## src/rtl/mem_arbiter.sv

```systemverilog
// Two-requester round-robin arbiter in front of a strobe-driven tag memory.
// Each transaction walks IDLE -> ISSUE -> RELEASE -> DONE. Every output comes
// straight from a flop, and the memory strobes are held for HOLD_CYCLES.
module mem_arbiter #(
   parameter int unsigned HOLD_CYCLES = 1
) (
   input  logic       clock,
   input  logic       reset_n,
   input  logic       req0,
   input  logic       req1,
   input  logic       we0,
   input  logic       we1,
   input  logic [2:0] addr0,
   input  logic [2:0] addr1,
   input  logic [2:0] wdata0,
   input  logic [2:0] wdata1,
   output logic       gnt0,
   output logic       gnt1,
   output logic       done0,
   output logic       done1,
   output logic [2:0] rdata,
   output logic [2:0] mem_endereco,
   output logic       mem_read,
   output logic [2:0] mem_enderecoWB,
   output logic [2:0] mem_dadoWB,
   output logic       mem_WB,
   input  logic [2:0] mem_out
);

   typedef enum logic [1:0] {
      StIdle,
      StIssue,
      StRelease,
      StDone
   } state_e;

   // Strobe cycles left after the current one; loaded on grant.
   localparam logic [1:0] HoldLast = 2'(HOLD_CYCLES - 1);

   state_e     state_q, state_d;
   logic       last_q, last_d;        // 1: requester 1 was served most recently
   logic       owner_q, owner_d;      // requester owning the current transaction
   logic       we_q, we_d;
   logic [2:0] addr_q, addr_d;
   logic [2:0] wdata_q, wdata_d;
   logic [1:0] cnt_q, cnt_d;
   logic       gnt0_q, gnt0_d;
   logic       gnt1_q, gnt1_d;
   logic       done0_q, done0_d;
   logic       done1_q, done1_d;
   logic [2:0] rdata_q, rdata_d;
   logic       mem_read_q, mem_read_d;
   logic       mem_wb_q, mem_wb_d;

   logic       win;
   logic       win_we;

   // Next-state, arbitration and registered-output computation.
   always_comb begin
      state_d    = state_q;
      last_d     = last_q;
      owner_d    = owner_q;
      we_d       = we_q;
      addr_d     = addr_q;
      wdata_d    = wdata_q;
      cnt_d      = cnt_q;
      gnt0_d     = gnt0_q;
      gnt1_d     = gnt1_q;
      rdata_d    = rdata_q;
      done0_d    = 1'b0;
      done1_d    = 1'b0;
      mem_read_d = 1'b0;
      mem_wb_d   = 1'b0;
      // On a tie the requester not served last wins; otherwise the lone requester.
      win        = (req0 && req1) ? ~last_q : req1;
      win_we     = win ? we1 : we0;

      unique case (state_q)
         StIdle: begin
            if (req0 || req1) begin
               owner_d    = win;
               last_d     = win;
               we_d       = win_we;
               addr_d     = win ? addr1 : addr0;
               wdata_d    = win ? wdata1 : wdata0;
               cnt_d      = HoldLast;
               gnt0_d     = ~win;
               gnt1_d     = win;
               mem_read_d = ~win_we;
               mem_wb_d   = win_we;
               state_d    = StIssue;
            end
         end
         StIssue: begin
            if (cnt_q == 2'd0) begin
               state_d = StRelease;
            end else begin
               cnt_d      = cnt_q - 2'd1;
               mem_read_d = ~we_q;
               mem_wb_d   = we_q;
            end
         end
         StRelease: begin
            // Memory has had a full strobe-low cycle; its read data is settled.
            if (!we_q) begin
               rdata_d = mem_out;
            end
            done0_d = ~owner_q;
            done1_d = owner_q;
            state_d = StDone;
         end
         StDone: begin
            gnt0_d  = 1'b0;
            gnt1_d  = 1'b0;
            state_d = StIdle;
         end
         default: begin
            state_d = StIdle;
         end
      endcase
   end

   // State and output registers; reset drops every output at once.
   always_ff @(posedge clock or negedge reset_n) begin
      if (!reset_n) begin
         state_q    <= StIdle;
         last_q     <= 1'b1;
         owner_q    <= 1'b0;
         we_q       <= 1'b0;
         addr_q     <= 3'd0;
         wdata_q    <= 3'd0;
         cnt_q      <= 2'd0;
         gnt0_q     <= 1'b0;
         gnt1_q     <= 1'b0;
         done0_q    <= 1'b0;
         done1_q    <= 1'b0;
         rdata_q    <= 3'd0;
         mem_read_q <= 1'b0;
         mem_wb_q   <= 1'b0;
      end else begin
         state_q    <= state_d;
         last_q     <= last_d;
         owner_q    <= owner_d;
         we_q       <= we_d;
         addr_q     <= addr_d;
         wdata_q    <= wdata_d;
         cnt_q      <= cnt_d;
         gnt0_q     <= gnt0_d;
         gnt1_q     <= gnt1_d;
         done0_q    <= done0_d;
         done1_q    <= done1_d;
         rdata_q    <= rdata_d;
         mem_read_q <= mem_read_d;
         mem_wb_q   <= mem_wb_d;
      end
   end

   // Address and data come from the latched request, so they stay frozen
   // from grant until the next grant regardless of requester input activity.
   assign gnt0           = gnt0_q;
   assign gnt1           = gnt1_q;
   assign done0          = done0_q;
   assign done1          = done1_q;
   assign rdata          = rdata_q;
   assign mem_endereco   = addr_q;
   assign mem_read       = mem_read_q;
   assign mem_enderecoWB = addr_q;
   assign mem_dadoWB     = wdata_q;
   assign mem_WB         = mem_wb_q;

endmodule
```

## config.mk

```make
export PLATFORM = sky130hd
export DESIGN_NAME = mem_arbiter
export DESIGN_NICKNAME = d
export VERILOG_FILES = /design/src/rtl/mem_arbiter.sv
export SDC_FILE = /design/constraint.sdc
export NUM_CORES = 1
export LEC_CHECK = 0
export ABC_AREA = 1
export CAP_MARGIN = 5
export CORE_ASPECT_RATIO = 0.6
export CORE_UTILIZATION = 45
export DETAILED_ROUTE_END_ITERATION = 8
export PLACE_DENSITY = 0.79
export RECOVER_POWER = 25
export REMOVE_ABC_BUFFERS = 1
export SYNTH_ARGS = -nofsm -noshare
export SYNTH_HDL_FRONTEND = slang
export SYNTH_SLANG_ARGS = --single-unit
```

## constraint.sdc

```tcl
create_clock -name clock -period 1.35 [get_ports clock]
set_input_delay 0.27 -clock clock [delete_from_list [all_inputs] [get_ports clock]]
set_output_delay 0.27 -clock clock [all_outputs]
set_load 0.005 [all_outputs]
```

==> impl_metrics.py <==
metrics = {
    "logic_synthesis": {
        "syn_area_mm2": 0.001165,
        "yosysUniqueCellTypes": 15,
        "syn_avg_cell_area_um2": 7.818,
        "synth_top_area_share_pct": 45.11,
        "synthTopCellsByCount": "nand2_1, inv_1, nand3_1",
        "synthFlopType": "dfrtp_1",
        "netlist_instances": 149,
        "ys_warn_count": 0,
        "yosysSeqAreaShare_pct": 47.37,
        "yosys.area.top_type": "dfrtp_1",
        "synth_edf_count": 0,
        "yosys-top-cells-area": "dfrtp_1, nand2_1, nand3_1",
        "synth-seq-cells": 22,
        "synthArstFlopShare_pct": 100.0,
        "synth.most_common_cell": "nand2_1",
    },
    "worst_hold_path": {
        "hold_class": "reg2reg",
    },
    "worst_setup_path": {
        "reg2reg_depth": 6,
        "worst_setup_path_end_kind": "output port",
        "r2r_slack_ns": 0.09,
        "startpoint_type": "flop",
        "cp-startpoint": "mem_endereco[1]",
        "crit_type": "reg2out",
        "crit_path_end": "mem_enderecoWB[1]",
        "rr_startpoint": "state_q[1]",
        "cp.required_ns": 1.08,
        "cp_max_fo": 2,
        "rr_endpoint": "mem_dadoWB[1]",
        "arrival_ns": 1.04,
    },
    "sta": {
        "skew_ns": 0.003255,
        "relSlewSlack_pct": 64.74,
        "fmax_mhz": 762.0,
        "layout_min_cycle_time_ns": 1.312,
        "rsz0062_at_grt": "false",
        "setup_violations": 0,
        "drv_slew": 0,
        "tightestPinTransition_ns": 0.5289,
        "fin_ws_ns": 0.03761,
        "min_period_over_period_pct": 97.21,
        "hold_violations": 0,
    },
    "route": {
        "num_vias": 1111,
        "ant_nets": 0,
        "drt_iter0_markers": 40,
        "drc": 0,
        "finalWirelength_mm": 2.838,
        "avgViaCountPerCell": 4.810,
        "post_drt_wl_per_cell_um": 12.29,
        "first_pass_iters": 4,
    },
    "floorplanning": {
        "die_y_um": 41.41,
        "std_cell_rows": 13,
        "io_pins": 39,
        "start_util_pct": 50.79,
        "die_w_um": 67.69,
        "coreArea_mm2": 0.002293,
        "die_area_mm2": 0.002803,
    },
    "placed_design": {
        "place_congestion": 0.8757,
        "pre_cts_ws_ns": -0.09405,
        "place_area_mm2": 0.001605,
        "placed_cells": 220,
        "port_buffers": 38,
        "hpwl_mm": 2.144,
    },
    "grt": {
        "grt_overflow": 0,
        "met2_usage_pct": 38.81,
        "gr-usage-met3_pct": 7.143,
        "grt_pass1_vias": 1092,
        "use_met1_pct": 27.96,
        "grt_first_pass_wirelength_mm": 4.692,
        "grt_max_degree": 23,
        "antenna_found_initial": 0,
        "busiest_layer": "met2",
        "grt_usage_pct": 22.60,
    },
    "clocking": {
        "clk_pin_slew_ns": 0.07,
        "cts_tree": "built",
        "clk_latency_ns": 0.26,
        "cts_max_level": 1,
        "cts_max_path_buffers": 2,
        "root_buffer": "clkbuf_8",
        "cts_inserted_buffers": 3,
        "clock-sinks": 22,
        "cts_hold_buffers": 0,
    },
    "cells_and_area": {
        "finalNonFillerCells": 231,
        "finalNetCount": 228,
        "drive_gt1_share_pct": 14.43,
        "syn2layout_area_growth_pct": 46.51,
        "n_antenna_cell": 0,
        "fin_area_mm2": 0.001707,
    },
    "power_and_ir_drop": {
        "vdd_drop_max_v": 0.001027,
        "powerDensity_mw_per_mm2": 1912,
        "p_leak_uw": 0.0009869,
    },
    "status": {
        "status": "finished, final reports clean",
    },
    "flow_run": {
        "max-cap-violations": 0,
    },
}
==> power by group <==
part,leakage [uW],switching (uW),internal [uW]
clock network,0.0000357,202,396
registers,0.000276,133,947
logic,0.000675,817,768
==> worst max-delay path, stage by stage (launching register included) <==
cell and delay [ns]:
dfrtp_1 0.38, buf_4 0.14, dlygate4sd2_1 0.27
==> cells in the final DEF, fill, tap and decap left out, drive strengths merged, types with 4 or more instances in the layout <==
cell type | Yosys | final
nand3 | 26 | 26
inv | 26 | 26
dfrtp | 21 | 21
ha | 5 | 5
dlygate4sd2 | 0 | 17
clkdlybuf4s50 | 0 | 19
nor2 | 3 | 4
buf | 6 | 14
clkbuf | 0 | 4
nand2 | 58 | 58
==> final cells by class <==
type	instances	area [um2]
fill	164	586.8
tap	30	37.54
sequential	22	551.8
clock buffer	3	41.29
inverter	26	97.59
timing repair buffer	53	469.2
clock inverter	1	30.03
multi-input combinational	96	479.2
==> routing by layer <==
layer | vias up | routed length [um] | share of wire, %
li1 | 554 | - | -
met1 | 526 | 1251 | 44
met2 | 31 | 1403 | 49
met3 | 0 | 183 | 6.4
met4 | 0 | 0 | 0
met5 | - | 0 | 0
==> how the worst min path moves through the flow <==
stage / start / endpoint / cells past startpoint
CTS: reset_n / mem_endereco[2] / 2
finish: last_q / last_q / 2
global placement: owner_q / done0 / 1
floorplan: reset_n / cnt_q[0] / 0
detailed placement: owner_q / done0 / 1
global route: owner_q / done0 / 1
==> flip-flops by register name, indices dropped and copies added, names as in the netlist <==
signal	cells
done0	1
rdata	3
state_q	2
mem_read	1
mem_WB	1
we_q	1
gnt0	1
cnt_q	2
gnt1	1
last_q	1
owner_q	1
done1	1
mem_dadoWB	3
mem_endereco	3
==> what timing repair did <==
action / 4_1_cts / 5_1_grt
gates resized for setup: 19 / 1
pin swaps: 0 / 1
endpoints found under the hold margin: 0 / 0
setup buffers: 6 / 0
cloned: 0 / 1
endpoints found under the setup margin: 23 / 11
==> stage by stage <==
step	utilization, %	power [uW]	setup TNS (ns)	hold slack [ns]
2_1_floorplan	-	1811	0	-0.02559
3_3_place_gp	69.99	2602	-0.7371	0.4461
3_5_place_dp	69.99	2681	-0.9413	0.4488
4_1_cts	74.20	3268	0	0.3452
5_1_grt	74.41	3522	0	0.4792
6_report	74.41	3263	0	0.4766
==> kinds of logic (layout without fill, tap and decap cells) <==
| family | count (synthesis) | count (layout) | synth area share, % |
|---|---|---|---|
| simple gates | 89 | 90 | 34.59 |
| buf+inv | 32 | 83 | 12.24 |
| flops | 22 | 22 | 47.37 |
| fa+ha+maj | 5 | 5 | 5.371 |
| compound gates | 1 | 1 | 0.4292 |
Power figures use the tool's default switching activity.
